<file path="config.mk">
export PLATFORM = sky130hd
export DESIGN_NAME = vga_layer_sched
export DESIGN_NICKNAME = d
export VERILOG_FILES = /design/src/rtl/vga_pkg.sv /design/src/rtl/vga_sched_regbank.sv /design/src/rtl/vga_layer_sched.sv
export SDC_FILE = /design/constraint.sdc
export NUM_CORES = 1
export LEC_CHECK = 0
export ABC_CLOCK_PERIOD_IN_PS = 2200
export BUFFER_PORTS_ARGS = -buffer_cell sky130_fd_sc_hd__buf_4
export CORE_UTILIZATION = 33
export DETAILED_ROUTE_END_ITERATION = 6
export GPL_TIMING_DRIVEN = 0
export HOLD_SLACK_MARGIN = 0.05
export SETUP_SLACK_MARGIN = 0.02
export SLEW_MARGIN = 20
export SYNTH_ARGS = -nofsm -noshare
export SYNTH_HDL_FRONTEND = slang
export SYNTH_SLANG_ARGS = --single-unit
</file>
<file path="constraint.sdc">
create_clock -name clk -period 2.2 [get_ports clk]
set_clock_uncertainty 0.1 [all_clocks]
set_input_delay 0.44 -clock clk [delete_from_list [all_inputs] [get_ports clk]]
set_output_delay 0.44 -clock clk [all_outputs]
set_load 0.01 [all_outputs]
</file>
<file path="src/rtl/vga_pkg.sv">
// vga_pkg: shared state encoding, register map and reset values for vga_layer_sched (optional VGA_SCHED_ATTRACT_EN)
package vga_pkg;
   typedef enum logic [1:0] {
      IDLE  = 2'd0,
      ARMED = 2'd1,
      APPLY = 2'd2,
      BLANK = 2'd3
   } state_t;
   localparam logic [2:0] ADDR_MASK    = 3'd0;
   localparam logic [2:0] ADDR_BG      = 3'd1;
   localparam logic [2:0] ADDR_BLANK   = 3'd2;
   localparam logic [2:0] ADDR_COMMIT  = 3'd3;
   localparam logic [2:0] ADDR_ATTRACT = 3'd4;
   localparam logic [2:0] LAYER_MASK_RST = 3'b111;
   localparam logic [5:0] BG_RGB_RST     = 6'd0;
endpackage

</file>
<file path="src/rtl/vga_sched_regbank.sv">
// vga_sched_regbank: shadow/active layer config storage; attract colour cycling under VGA_SCHED_ATTRACT_EN
module vga_sched_regbank
   import vga_pkg::*;
#(
   parameter int BLANK_W = 4
) (
   input  logic               clk,
   input  logic               reset,
   input  logic               wr_en,
   input  logic [2:0]         wr_addr,
   input  logic [5:0]         wr_data,
   input  logic               copy,
`ifdef VGA_SCHED_ATTRACT_EN
   input  logic               tick,
`endif
   output logic [2:0]         mask,
   output logic [5:0]         bg,
   output logic [BLANK_W-1:0] blank_sh
);
   logic [2:0] mask_sh;
   logic [5:0] bg_sh;
`ifdef VGA_SCHED_ATTRACT_EN
   logic       attract_sh;
   logic       attract;
   // shadow and active attract flag
   always_ff @(posedge clk) begin
      if (reset) begin
         attract_sh <= 1'b0;
         attract    <= 1'b0;
      end else begin
         if (wr_en && wr_addr == ADDR_ATTRACT) attract_sh <= wr_data[0];
         if (copy) attract <= attract_sh;
      end
   end
`endif
   // host writes land in the shadow copy only
   always_ff @(posedge clk) begin
      if (reset) begin
         mask_sh  <= LAYER_MASK_RST;
         bg_sh    <= BG_RGB_RST;
         blank_sh <= '0;
      end else if (wr_en) begin
         if (wr_addr == ADDR_MASK)  mask_sh  <= wr_data[2:0];
         if (wr_addr == ADDR_BG)    bg_sh    <= wr_data;
         if (wr_addr == ADDR_BLANK) blank_sh <= wr_data[BLANK_W-1:0];
      end
   end
   // active copy follows shadow only on the copy strobe
   always_ff @(posedge clk) begin
      if (reset) begin
         mask <= LAYER_MASK_RST;
         bg   <= BG_RGB_RST;
      end else if (copy) begin
         mask <= mask_sh;
         bg   <= bg_sh;
`ifdef VGA_SCHED_ATTRACT_EN
      end else if (tick && attract) begin
         bg   <= bg + 6'd1;
`endif
      end
   end
endmodule

</file>
<file path="src/rtl/vga_layer_sched.sv">
// vga_layer_sched: frame-synchronous commit of layer enables and background colour (optional VGA_SCHED_ATTRACT_EN)
module vga_layer_sched
   import vga_pkg::*;
#(
   parameter int BLANK_W = 4
) (
   input  logic       clk,
   input  logic       reset,
   input  logic       frame_start,
   input  logic       wr_valid,
   output logic       wr_ready,
   input  logic [2:0] wr_addr,
   input  logic [5:0] wr_data,
   output logic       debug_allow,
   output logic       map_allow,
   output logic       wall_allow,
   output logic [5:0] bg_rgb,
   output logic       force_blank,
   output logic       busy
);
   state_t             state, nxt;
   logic [BLANK_W-1:0] blank_cnt, cnt_nxt, blank_sh;
   logic [2:0]         mask;
   logic               wr_en, commit;
   assign wr_ready = !reset && state != APPLY;
   assign wr_en    = wr_valid && wr_ready;
   assign commit   = wr_en && wr_addr == ADDR_COMMIT;
   assign {debug_allow, map_allow, wall_allow} = mask;
   vga_sched_regbank #(.BLANK_W(BLANK_W)) u_regs (
      .clk      (clk),
      .reset    (reset),
      .wr_en    (wr_en),
      .wr_addr  (wr_addr),
      .wr_data  (wr_data),
      .copy     (state == APPLY),
`ifdef VGA_SCHED_ATTRACT_EN
      .tick     (state == IDLE && frame_start),
`endif
      .mask     (mask),
      .bg       (bg_rgb),
      .blank_sh (blank_sh)
   );
   // next state and blank counter; a commit in BLANK aborts back to ARMED
   always_comb begin
      nxt     = state;
      cnt_nxt = blank_cnt;
      case (state)
         IDLE:  nxt = commit ? ARMED : IDLE;
         ARMED: nxt = frame_start ? APPLY : ARMED;
         APPLY: begin
            cnt_nxt = blank_sh;
            nxt     = blank_sh != '0 ? BLANK : IDLE;
         end
         BLANK: begin
            if (commit) begin
               cnt_nxt = '0;
               nxt     = ARMED;
            end else if (frame_start) begin
               cnt_nxt = blank_cnt - BLANK_W'(1);
               nxt     = blank_cnt == BLANK_W'(1) ? IDLE : BLANK;
            end
         end
         default: nxt = IDLE;
      endcase
   end
   // state, counter and registered status outputs
   always_ff @(posedge clk) begin
      if (reset) begin
         state       <= IDLE;
         blank_cnt   <= '0;
         force_blank <= 1'b0;
         busy        <= 1'b0;
      end else begin
         state       <= nxt;
         blank_cnt   <= cnt_nxt;
         force_blank <= nxt == BLANK;
         busy        <= nxt != IDLE;
      end
   end
endmodule

</file>
==> metrics.csv <==
stage,metric,value,unit
timing,finalSetupViolCount,0,
cells_and_area,layout.nets,199,
detailed_routing,dr.first_iter.drc_count,54,
die,start_util,0.3434,
detailed_routing,wirelength,3142,µm
hold_path,holdCritPathClass,in2reg,
global_routing,antenna_found_initial,0,
synthesis,synth-compound-area-share,0.1184,
flow_run,drv_cap,0,
cts,h-tree-depth,2,
detailed_routing,via_per_inst,5.026,
detailed_routing,drtAntennaViolNets,0,
power_and_ir_drop,leakage,0.6145,nW
die,rows,23,
synthesis,synth_top_family_by_area,simple AND/OR/NAND/NOR gates,
timing,finalHoldViolCount,0,
die,die_w,66.52,µm
die,core,4000,µm²
cts,post-cts-setup-buffers,0,
timing,rsz0062_at_grt,no,
run_status,status,finished clean,
die,dieArea,4425,µm²
timing,finalSetupTns,0,ps
cells_and_area,drive_gt1_frac,0.2054,
global_routing,grt_pass1_wl,5168,µm
synthesis,ys_seq_area_frac,0.4372,
critical_path,critPathKind,reg2out,
placed_design,dp_hpwl,2283,µm
power_and_ir_drop,p_per_area,641.5,nW/µm²
cts,cts_buffer_depth,2,
timing,fmax,536.0,MHz
cts,cts.sinks,30,
timing,slew_viol_final,0,
placed_design,dp.cells,227,
critical_path,startpoint_type,flip-flop,
synthesis,syn_avg_cell_area,8.921,µm²
synthesis,syn_nets,169,
cells_and_area,multi_input_area,685.7,µm²
timing,fin_crit,1866,ps
cells_and_area,layout_common_cells,"dfxtp_1 (30), nand2_1 (24), buf_4 (23), nor2_1 (17), mux2i_1 (13)",
critical_path,r2r_slack,430,ps
cts,cts-buffers-inserted,5,
synthesis,synth-simple-area-share,0.2678,
placed_design,gp_congestion,0.8555,
detailed_routing,drtPass1Iterations,4,
synthesis,ys_ff_latch,30,
timing,relSlewSlack,0.6014,
die,die-height,66.52,µm
global_routing,grt_pass1_vias,1130,
global_routing,grt_max_degree,11,
critical_path,worstPathRequired,1660,ps
cells_and_area,synthToLayoutAreaGrowth,24.04,%
cts,clk_latency,280,ps
cells_and_area,num_antenna_cells,0,
cts,cts_tree,done,
synthesis,syn_inst,154,
critical_path,cp-end-kind,primary output,
critical_path,crit_arrival,1330,ps
detailed_routing,dr_total_vias,1181,
synthesis,synthXorXnorAreaFrac,0,
synthesis,yosys.area_share.adder,0.01821,
synthesis,syn_area,1374,µm²
timing,worst_pin_slew,591.6,ps
placed_design,io_buffers,23,
detailed_routing,drc,0,
global_routing,grt-ovfl-total,0,
cells_and_area,final_util,0.4260,
detailed_routing,routedWlPerCell,13.37,µm
cells_and_area,instances_no_fill,235,
timing,fin_crit_sh,0.8480,
cells_and_area,final_common_cell,dfxtp_1,
cells_and_area,regArea,600.6,µm²
cts,cts-root-buf,clkbuf_8,
power_and_ir_drop,irDropWorstVdd,0.3763,mV
cts,clkTransAtPathRegs,70,ps
cts,holdBufCountCts,0,
cts,cts_resized,0,
cells_and_area,filler_cell_count,381,
synthesis,ys_warn_count,0,
global_routing,grt_usage,0.1595,
synthesis,muxShareOfSynthArea,0.09472,
die,num_io_pins,25,
timing,finalHoldWorstSlack,296.2,ps
synthesis,yosysUniqueCellTypes,34,
critical_path,cp_max_fo,9,
final timing paths:
path | from | to | cells past startpoint
min reg2reg | u_regs.bg_sh[1]$_SDFFE_PP0P_ | u_regs.bg[1]$_SDFFE_PP0P_ | 2
max | state[1]$_SDFF_PP0_ | wr_ready | 5
max reg2reg | state[1]$_SDFF_PP0_ | u_regs.bg_sh[0]$_SDFFE_PP0P_ | 6
min | wr_data[5] | u_regs.bg_sh[5]$_SDFFE_PP0P_ | 3
cells by family after synthesis:
kind of cell | Yosys count
buffers and inverters | 19
adder cells (fa/ha/maj) | 2
multiplexers | 13
flip-flops | 30
AO/OA/AOI/OAI | 24
AND/OR/NAND/NOR | 66
critical path, stage by stage, from the launching register on:
cell and delay (ps):
dfxtp_1 310, buf_6 130, nor2b_4 120, buf_6 140, nor2_1 190, buf_4 160
cell type report:
cell class | instances | share of cell area
inverters | 10 | 0.02203
flip-flops and latches | 30 | 0.3524
clock buffers | 6 | 0.04846
multi-input cells | 105 | 0.4024
well taps | 50 | 0.03671
clock inverters | 2 | 0.007342
repair buffers | 23 | 0.1013
plain buffers | 9 | 0.02937
metal layers:
metal  global-route usage  share of wire  vias to the layer above
met5                    0              0                        -
met4              0.07181         0.0038                        0
met3              0.05993          0.045                        2
met2               0.2551           0.49                       36
met1               0.1883           0.46                      554
li1                     -              -                      589
power breakdown:
part | internal, mW | switching, mW | leakage (nW)
Combinational | 0.0325 | 0.0433 | 0.325
Clock | 0.251 | 0.215 | 0.0472
Sequential | 0.548 | 0.00327 | 0.242
Total | 0.832 | 0.261 | 0.615
flip-flops by register name, summed over array words and instances (netlist names), 2 cells and up:
name and flops:
u_regs.mask_sh 3, u_regs.bg_sh 6, state 2, u_regs.blank_sh 4
u_regs.mask 3, u_regs.bg 6, blank_cnt 4
Yosys cell counts:
library cell	count	area (µm²)
o211ai_1	2	15.01
a32o_1	2	20.02
nand2_1	24	90.09
nor4_4	2	42.54
o21ai_0	4	20.02
mux2i_1	13	130.1
o22ai_1	1	6.260
nor2b_4	1	13.76
a21oi_1	6	30.03
nor3b_1	1	7.510
a211oi_1	2	15.01
o211a_1	1	10.01
nor3_1	3	15.01
buf_6	2	22.52
buf_2	1	5.000
nand4bb_1	1	11.26
nand4b_1	1	8.760
nand3_1	4	20.02
nand4_1	1	6.260
nand2b_1	5	31.28
clkbuf_1	5	18.77
and2_1	1	6.260
a311oi_1	1	8.760
ha_1	2	25.02
nor2_1	17	63.81
a31oi_1	2	12.51
inv_1	10	37.54
o32ai_1	2	17.52
or4_1	2	15.01
nor4b_4	1	23.77
dfxtp_1	30	600.6
or3_1	2	12.51
buf_1	1	3.750
a22oi_1	1	7.510
through the flow:
stage | setup WS (ps) | power [mW] | cell area [µm²]
floorplan | 561.0 | 0.6041 | 1374
global placement | 256.5 | 0.6374 | 1609
detailed placement | 212.8 | 0.6393 | 1609
CTS | 331.0 | 1.107 | 1704
global route | 257.0 | 1.136 | 1704
finish | 334.4 | 1.093 | 1704
(Power assumes the default switching activity.)
